`src/rtl/lfsr_pattern_gen.sv`:
```
// Pseudo-random pattern generator for the BIST path: Fibonacci LFSR emitting a
// programmed number of patterns over valid/ready, plus a bit-serial MSB feed.
module lfsr_pattern_gen #(
  parameter int               WIDTH = 4,
  parameter logic [WIDTH-1:0] TAPS  = 4'b1001,
  parameter int               CNT_W = 16
) (
  input  logic             clock,
  input  logic             reset,
  input  logic             start,
  input  logic [WIDTH-1:0] seed,
  input  logic [CNT_W-1:0] length,
  input  logic             ready,
  output logic             valid,
  output logic [WIDTH-1:0] pattern,
  output logic             serial_out,
  output logic             busy,
  output logic             done,
  output logic             seed_err,
  output logic             wrapped
);

  typedef enum logic [1:0] {
    IDLE = 2'd0,
    RUN  = 2'd1,
    DONE = 2'd2
  } fsm_t;

  fsm_t             fsm;
  logic [WIDTH-1:0] lfsr;
  logic [WIDTH-1:0] loaded_seed;
  logic [CNT_W-1:0] remaining;
  logic [WIDTH-1:0] lfsr_next;
  logic [WIDTH-1:0] seed_eff;
  logic             xfer;

  // An all-zero seed would lock the LFSR, so it is replaced by ...0001.
  assign seed_eff  = (seed == '0) ? WIDTH'(1) : seed;
  assign lfsr_next = {lfsr[WIDTH-2:0], ^(lfsr & TAPS)};
  assign xfer      = valid & ready;
  assign pattern   = lfsr;

  // NOTE: every register here updates with <= so all branches read the values
  // from before the edge; blocking assignments would leak new values forward.
  always_ff @(posedge clock) begin
    if (reset) begin
      fsm         <= IDLE;
      lfsr        <= '0;
      loaded_seed <= '0;
      remaining   <= '0;
      valid       <= 1'b0;
      serial_out  <= 1'b0;
      busy        <= 1'b0;
      done        <= 1'b0;
      seed_err    <= 1'b0;
      wrapped     <= 1'b0;
    end else begin
      case (fsm)
        IDLE: begin
          if (start) begin
            lfsr        <= seed_eff;
            loaded_seed <= seed_eff;
            seed_err    <= (seed == '0);
            wrapped     <= 1'b0;
            remaining   <= length;
            busy        <= 1'b1;
            if (length != '0) begin
              fsm        <= RUN;
              valid      <= 1'b1;
              serial_out <= seed_eff[WIDTH-1];
            end else begin
              fsm  <= DONE;
              done <= 1'b1;
            end
          end
        end

        RUN: begin
          if (xfer) begin
            if (lfsr_next == loaded_seed) wrapped <= 1'b1;
            // Terminating at remaining==1 keeps the counter from ever wrapping.
            if (remaining == CNT_W'(1)) begin
              fsm        <= DONE;
              valid      <= 1'b0;
              serial_out <= 1'b0;
              done       <= 1'b1;
            end else begin
              lfsr       <= lfsr_next;
              remaining  <= remaining - CNT_W'(1);
              serial_out <= lfsr_next[WIDTH-1];
            end
          end
        end

        DONE: begin
          fsm  <= IDLE;
          done <= 1'b0;
          busy <= 1'b0;
        end

        default: begin
          fsm   <= IDLE;
          valid <= 1'b0;
          done  <= 1'b0;
          busy  <= 1'b0;
        end
      endcase
    end
  end

endmodule

```
`config.mk`:
```
export PLATFORM = sky130hd
export DESIGN_NAME = lfsr_pattern_gen
export DESIGN_NICKNAME = d
export VERILOG_FILES = /design/src/rtl/lfsr_pattern_gen.sv
export SDC_FILE = /design/constraint.sdc
export NUM_CORES = 1
export LEC_CHECK = 0
export BUFFER_PORTS_ARGS = -buffer_cell sky130_fd_sc_hd__buf_4
export CORE_MARGIN = 8
export CORE_UTILIZATION = 40
export CTS_CLUSTER_DIAMETER = 80
export DETAILED_ROUTE_END_ITERATION = 10
export GPL_TIMING_DRIVEN = 1
export PLACE_DENSITY_LB_ADDON = 0.1
export SYNTH_ARGS = -nofsm -noshare
export SYNTH_HDL_FRONTEND = slang
export SYNTH_SLANG_ARGS = --single-unit
```
`constraint.sdc`:
```
create_clock -name clock -period 2.05 [get_ports clock]
set_clock_uncertainty 0.05 [all_clocks]
set_input_delay 0.41 -clock clock [delete_from_list [all_inputs] [get_ports clock]]
set_output_delay 0.41 -clock clock [all_outputs]
set_load 0.01 [all_outputs]
```
Word-level counts from Yosys, hierarchy flattened
Index checks and enable logic that the tools add are counted.
{ "totals": {"ff_bits": 32, "input_bits": 24, "output_inout_bits": 10, "elab_cells": 73} }
{ "op_classes": {"addsub": 1, "eq_ne": 11, "mux": 35, "bitwise_logic": 3, "reduce_logical": 13} }
{ "ops": {"columns": ["operator", "n"], "rows": [
  ["$mux W16", 3],
  ["$pmux W16 S2", 1],
  ["$eq A16 B1 Y1 const B", 1],
  ["$mux W1", 16],
  ["$mux W4", 4],
  ["$reduce_and A4 Y1", 4],
  ["$reduce_bool A16 Y1", 1],
  ["$sub A16 B1 Y16 const B", 1],
  ["$ne A2 B2 Y1 const B", 7],
  ["$mux W2", 4],
  ["$pmux W1 S2", 4],
  ["$pmux W4 S2", 1],
  ["$reduce_and A5 Y1", 1],
  ["$eq A4 B4 Y1", 1],
  ["$logic_not A4 Y1", 1],
  ["$pmux W2 S2", 1],
  ["$reduce_and A2 Y1", 2],
  ["$reduce_xor A4 Y1", 1],
  ["$pmux W1 S3", 1],
  ["$reduce_and A3 Y1", 1],
  ["$eq A2 B1 Y1 const B", 1],
  ["$eq A2 B2 Y1 const B", 1],
  ["$logic_not A2 Y1", 1],
  ["$not A1 Y1", 2],
  ["other kinds (2)", 2]
]} }

Longest topological paths before layout
Gate-level depths: netlist (run 1).
{ "logic_depth": {"ltp_word": 5, "mapped_depth": 8, "mapped_depth_nobuf": 7} }

Worst setup path after synthesis (run 1)
Ideal clock, no wire load.
{ "synth_timing": {"kind": "reg2reg", "startpoint": "register remaining[1]", "endpoint": "register remaining[5]", "setup_time_ns": 0.117, "t_arrival_ns": 1.606, "required_ns": 1.883, "slack_ns": 0.276, "stages_incl_launch_ff": 9, "path_buffers": 1, "period_less_slack_ns": 1.774, "cell_sequence": "dfxtp_1 -> inv_1 -> ha_1 -> nor4b_1 -> and4_2 -> a21boi_2 -> buf_4 -> nand2_1 -> a32o_1"} }
{ "synth_between": {"elab_chain_len": 4, "word_cells_on_any_way": 7, "classes_between": "1 x add/sub; 2 x eq/ne; 3 x mux; 1 x reduce/logical"} }
{ "synth_rtl": {"columns": ["element", "line_no", "text"], "rows": [
  ["start, declared", "32", "logic [CNT_W-1:0] remaining;"],
  ["start signal, assigned", "65", "remaining <= length;"],
  ["start signal, assigned", "89", "remaining <= remaining - CNT_W'(1);"],
  ["$sub A16 B1 Y16", "89", null],
  ["$mux W16", "82", "if (remaining == CNT_W'(1)) begin"],
  ["$mux W16", "79", "if (xfer) begin"],
  ["$pmux W16 S2", "58", "case (fsm)"]
]} }
Parallel ways exist; a longest one is shown, timed or not. The select of a mux whose other input is x is not followed.
A chain may end at the register's enable or synchronous reset.

Final worst setup path (run 1)
{ "layout_timing": {"startpoint": "register remaining[1]", "endpoint": "register lfsr[3], in the netlist pattern[3]"} }
{ "layout_between": {"elab_chain_len": 3} }
{ "layout_rtl": {"columns": ["element", "line_no", "text"], "rows": [
  ["$eq A16 B1 Y1", "82", null],
  ["$ne A2 B2 Y1 (no source line)", null, null],
  ["$reduce_and A4 Y1 (no source line)", null, null],
  ["end signal, assigned", "88", "lfsr <= lfsr_next;"],
  ["end, declared", "30", "logic [WIDTH-1:0] lfsr;"]
]} }
No other way between the ends.

==> results of run 1 <==
## cell type report
type,count,area [um2],area share [%]
inverters,5,18.8,0.812
clock buffers,6,72.6,3.14
multi-input cells,189,1090,47.0
clock inverters,2,35.0,1.52
flip-flops and latches,32,641,27.7
well taps,52,65.1,2.82
repair buffers,49,393,17.0
## path summary, 6_finish.rpt
| path | from | end | slack [ns] |
|---|---|---|---|
| worst max-delay path | remaining[1] | pattern[3] | 0.18 |
| worst min-delay path | seed[3] | loaded_seed[3] | 0.34 |
| worst max register to register | remaining[1] | pattern[3] | 0.18 |
| worst min register to register | seed_err | seed_err | 0.41 |
## Yosys cell counts (2+ instances only)
library cell / instances / area share (%)
nor4_1: 7 / 2.4
nand2_1: 42 / 8.6
nor3_1: 3 / 0.81
nor2b_1: 2 / 0.68
and2_1: 2 / 0.68
o21ai_1: 4 / 1.1
nand3_1: 5 / 1.4
clkbuf_1: 5 / 1.0
o211ai_1: 2 / 0.81
o21a_1: 7 / 2.9
ha_1: 2 / 1.4
xnor2_1: 2 / 0.95
clkbuf_8: 3 / 2.2
nor2_1: 21 / 4.3
dfxtp_1: 32 / 35
nand2b_1: 4 / 1.4
o21ai_2: 2 / 0.95
buf_2: 3 / 0.81
nor3b_1: 2 / 0.81
o41ai_1: 3 / 1.4
buf_6: 2 / 1.2
inv_1: 5 / 1.0
xor2_1: 3 / 1.4
a22o_1: 2 / 0.95
nand4_1: 4 / 1.4
o21ai_0: 17 / 4.6
a311oi_1: 4 / 1.9
a21oi_1: 30 / 8.1
a21o_2: 2 / 0.95
## critical path, delay by kind of cell, from the launching register on
kind            cells  cell delay (ns)
flops               1             0.38
simple gates        3             0.47
compound gates      2             0.46
buf+inv             2             0.25
fa+ha+maj           1             0.17
## state kept, by name, summed over array words and instances, names as in the netlist, 2 cells and up
name and cells:
remaining 16, loaded_seed 4, pattern 4, fsm 2
## power breakdown
| part | total, uW | switching (uW) | leakage [uW] | internal, uW |
|---|---|---|---|---|
| Sequential | 740 | 59.5 | 0.000263 | 680 |
| Combinational | 579 | 308 | 0.000619 | 272 |
| Clock | 600 | 239 | 0.0000552 | 361 |
| Total | 1920 | 606 | 0.000937 | 1310 |
## what timing repair did
item	4_1_cts	5_1_grt
resized for setup	0	2
setup buffers	0	1
setup endpoints to repair	0	13
hold buffers	0	0
## stage by stage
stage,worst slack [ns],instance area [um2]
after floorplan,0.276,1840
after global placement,0.197,2190
after detailed placement,0.177,2190
after CTS,0.149,2300
after global routing,-0.0162,2310
final,0.182,2310
## logic make-up after synthesis
logic type | share of synthesized area [%]
fa+ha+maj | 1.36
simple gates | 25.7
buf+inv | 6.72
compound gates | 29.1
flops | 34.8
xor+xnor | 2.38
## layer usage
layer  up-vias  global-route usage [%]  wire [um]
met4         0                    5.81         85
met3         7                    3.52        207
met2        35                    23.5       2330
met1       875                    17.5       2350
met5         -                       0          0
li1        949                       -          -
==> impl_results.md, run 1 <==
* Status: finished, final reports clean
* Clock-pin slew on the worst setup and hold paths at approximately 0.07 ns
* Total track usage at approximately 14%
* Most common cell after layout, fill and taps aside: buf_4
* Initial Utilization at a little over two fifths
* Total negative slack at 0 ns
* Remaining DRCs at 0
* Final Setup Violations at 0
* PnR Total Power at between 1500 and 2000 uW
* Net count after synthesis at 266
* Post-synth EDFFs at 0
* Root Driver: clkbuf_8
* Placed Instances at between 300 and 400
* Mean post-synth cell area at roughly 7.7 um2
* Largest net degree at the start of global routing at between 40 and 50
* Routed wire length at between 4000 and 5000 um
* CP endpoint kind: flop
* Seq/Total Area, Yosys at a little over a third
* ANT cells at 0
* Power density cells at 830 mW/mm2
* Post-synth top flop: dfxtp_1
* Worst slew margin at between 60% and 70%
* Hold WS at between 0.3 and 0.4 ns
* H-tree levels at 2
* Async S/R FF share, synth at 0%
* Minimum clock period at between 1.5 and 2 ns
* Hold depth at 3
* Drt pass-1 iters at 4
* Global-route wire length before repair at approximately 8500 um
* Total vias in the final route at 1866
* Via density at between 5 and 6
* CP arrival at 2.01 ns
* Non-filler cells, final at about 340
* Rows at 24
* Max Fanout on Critical Path at 16
* Crit path launch type: flop
* Clk sink count at 32
* Final critical-path share of the clock period at between 90 and 100%
* Max Slew Vio Count at 0
* Core Area at 0.00438 mm2
* Reg2Reg Depth at 8
* WS Path Type: flop to flop
* Worst hold path class: input pin to flop
* Slowest CP cell: dfxtp_1
* Post-DP HPWL at between 3000 and 4000 um
* Endpoints failing hold at 0
* Die height at about 84 um
* Post-Syn Area at about 0.0018 mm2
* Initial antenna violation count at 0
* Layout cell share with drive strength beyond 1 at 23.3%
* IO buf count at 33
* Number of global-route vias before repair at approximately 1800
* Crit-path max cell delay at around 0.38 ns
* FILL cells at 441
* Worst-Margin Slew at between 0.5 and 0.6 ns
* Clk buf depth at 2
* Yosys warns at 0
* Lkg Pwr at between 0.0009 and 0.001 uW
* Synth cell types at 47
* Commonest cells after routing, fill and taps aside: buf_4, nand2_1, dfxtp_1, a21oi_1, nor2_1
* Gpl congestion at around 0.85
* Fmax at 0.535 GHz
* I/O pin count at 34
* Synth Register Bits at 32
* Final core occ at between 50% and 60%
* CTS tree: yes
* Mapped Cells at 240
* Max Cap Viol at 0
* Post-route ant nets at 0
* GR Overflow Total at 0
* Final nets at roughly 300
* Die Area at 0.00704 mm2
* Die Span X at roughly 84 um
* DR WL/cell at 14.8 um
* WP data required at ~2.2 ns
* DR iter-0 viols at around 110
* Area Overhead vs Synth at 25.4%
* Clock latency on the worst-skew pair at approximately 0.29 ns
* Cts bufs inserted at 5
* Worst-path cell chain: inv_1 > ha_1 > nor4b_1 > and4_2 > a21boi_4 > buf_12 > nor2_1 > a311oi_1
* Worst IR Drop VDD at between 0.4 and 0.5 mV
Power figures use the tool's default switching activity.
==> run 2: changes to the inputs <==
--- a/config.mk
+++ b/config.mk
@@ -6,6 +6,8 @@
 export NUM_CORES = 1
 export LEC_CHECK = 0
 export BUFFER_PORTS_ARGS = -buffer_cell sky130_fd_sc_hd__buf_4
+export CELL_PAD_IN_SITES_DETAIL_PLACEMENT = 1
+export CELL_PAD_IN_SITES_GLOBAL_PLACEMENT = 1
 export CORE_MARGIN = 8
 export CORE_UTILIZATION = 40
 export CTS_CLUSTER_DIAMETER = 80
==> run 2 against run 1 <==
Compared with the run above:
- core utilization rose by 0.49 points
- routed wire length up 20%
- sequential power grew 2%
- sequential share of layout area shrank 0.15 points
- fmax fell by 1.8%
- largest cell class unchanged
- worst hold slack got worse by 0.0069 ns
==> impl_results.md, run 2 (same netlist as run 1, synthesis figures left out) <==
* Status: finished, final reports clean
* GR Overflow Total at 0 (unchanged)
* Initial antenna violation count at 0 (unchanged)
* ANT cells at 0 (unchanged)
* Global-route wire length before repair at 9950 um (+17%)
* Clk sink count at 32 (unchanged)
* Crit path launch type: flop
* Clock-pin slew on the worst setup and hold paths at 0.07 ns (about the same)
* Worst hold path class: input pin to flop
* Total track usage at 17.0% (+2.6 points)
* Final critical-path share of the clock period at 92.8% (+1.7 points)
* Final Setup Violations at 0 (unchanged)
* Rows at 24 (unchanged)
* CP endpoint kind: flop
* Cts bufs inserted at 5 (unchanged)
* Total negative slack at 0 ns (unchanged)
* WP data required at 2.22 ns (+0.02 ns)
* Psw at 652 uW (+7.6%)
* Worst slew margin at 68.4% (+5.3 points)
* Root Driver: clkbuf_8
* Clock latency on the worst-skew pair at 0.29 ns (about the same)
* Drt pass-1 iters at 4 (unchanged)
* FILL cells at 546 (+24%)
* Top sig layer: met4
* Minimum clock period at 1.90 ns (+0.0340 ns)
* Seq pwr share at 38.2% (-0.4 points)
* DR WL/cell at 17.8 um (+20%)
* Endpoints failing hold at 0 (unchanged)
* Routed wire length at 5960 um (+20%)
* I/O pin count at 34 (unchanged)
* Largest net degree at the start of global routing at 36 (-14%)
* Met2 Wirelength at 3030 um (+30%)
* Clk buf depth at 2 (unchanged)
* Comb pwr share at 30.4% (+0.2 points)
* Gpl congestion at 0.868 (+2.6%)
* WS Path Type: flop to flop
* Most common cell after layout, fill and taps aside: buf_4
* Final nets at 308 (unchanged)
* Total vias in the final route at 1903 (+2.0%)
* Layout cell share with drive strength beyond 1 at 24.4% (+1.1 points)
* Max Slew Vio Count at 0 (unchanged)
* Die height at 83.9 um (unchanged)
* Max Cap Viol at 0 (unchanged)
* DR iter-0 viols at 77 (-28%)
* CTS tree: yes
* H-tree levels at 2 (unchanged)
* Initial Utilization at 42.0% (unchanged)
* CP arrival at 2.08 ns (+0.07 ns)
* Top reg by flops: remaining
* Via density at 5.68 (+2.0%)
* Cell-internal power at 1320 uW (+0.30%)
* Lkg Pwr at 0.000944 uW (+0.74%)
* Final core occ at 53.2% (+0.49 points)
* Core Area at 0.00438 mm2 (unchanged)
* PnR Total Power at 1970 uW (+2.6%)
* Power density cells at 844 mW/mm2 (+1.7%)
* Die Span X at 83.9 um (unchanged)
* Commonest cells after routing, fill and taps aside: buf_4, nand2_1, a21oi_1, dfxtp_1, nor2_1
* Area Overhead vs Synth at 26.5%
* IO buf count at 33 (unchanged)
* Max FFs per register at 16 (unchanged)
* Placement Setup Slack at 0.0761 ns (-0.100 ns)
* Worst-Margin Slew at 0.470 ns (-0.0796 ns)
* Die Area at 0.00704 mm2 (unchanged)
* Worst IR Drop VDD at 0.353 mV (-13%)
* Number of global-route vias before repair at 2026 (+11%)
* Net Sw Frac at 33.1% (+1.5 points)
* Clock network fraction of total power at 31.3% (about the same)
* Met1 WL at 2620 um (+11%)
* Post-route ant nets at 0 (unchanged)
* Fmax at 0.526 GHz (-1.8%)
* PnR worst setup slack at 0.148 ns (-0.0340 ns)
* Remaining DRCs at 0 (unchanged)
* Post-DP HPWL at 4260 um (+16%)
* Post-DP Area at 0.00217 mm2 (-0.91%)
* DR WL met3 at 248 um (+20%)
* Fin area at 0.00233 mm2 (+0.92%)
* Max Fanout on Critical Path at 9 (-7)
-- run 2: power by group through the flow --
stage | Clock (uW) | Combinational (uW) | Sequential, uW
finish | 617 | 599 | 752
global route | 649 | 668 | 762
CTS | 629 | 579 | 745
detailed placement | 0 | 573 | 759
global placement | 0 | 566 | 755
floorplan | 0 | 363 | 749
-- run 2: final cells by class --
class	count	area (um2)	share of cell area, %
flip-flops and latches	32	643	27.6
clock inverters	2	35.0	1.50
inverters	5	18.8	0.805
well taps	52	65.1	2.79
clock buffers	6	72.6	3.11
multi-input cells	189	1110	47.6
repair buffers	49	388	16.6
-- run 2: what timing repair did --
action | CTS | global route
buffers inserted | 0 | 2
setup endpoints to repair | 0 | 20
gates resized for setup | 0 | 9
hold buffers | 0 | 0
-- run 2: path summary, 6_finish.rpt --
| kind | slack [ns] | cells past startpoint | start | end |
|---|---|---|---|---|
| min | 0.33 | 3 | seed[1] | loaded_seed[1] |
| max reg2reg | 0.15 | 8 | remaining[1] | remaining[6] |
| max | 0.15 | 8 | remaining[1] | remaining[6] |
| min reg2reg | 0.41 | 2 | seed_err | seed_err |
-- run 2: through the flow --
stage	instances	hold slack, ns
after floorplan	240	0.398
after global placement	325	0.396
after detailed placement	325	0.404
after CTS	333	0.324
after global routing	335	0.342
final	335	0.332
-- run 2: critical path: stages, from the launching register on --
cell     delay, ns
dfxtp_2       0.34
inv_1         0.09
ha_1          0.18
nor4b_4       0.21
nand4_1       0.26
o21ai_4       0.26
buf_4         0.20
o21ai_0       0.10
a21oi_1       0.13
-- run 2: metal layers --
| layer | GRT usage, % | vias to the layer above |
|---|---|---|
| li1 | - | 942 |
| met2 | 29.1 | 36 |
| met1 | 20.1 | 919 |
| met4 | 5.18 | 0 |
| met5 | 0 | - |
| met3 | 4.20 | 6 |
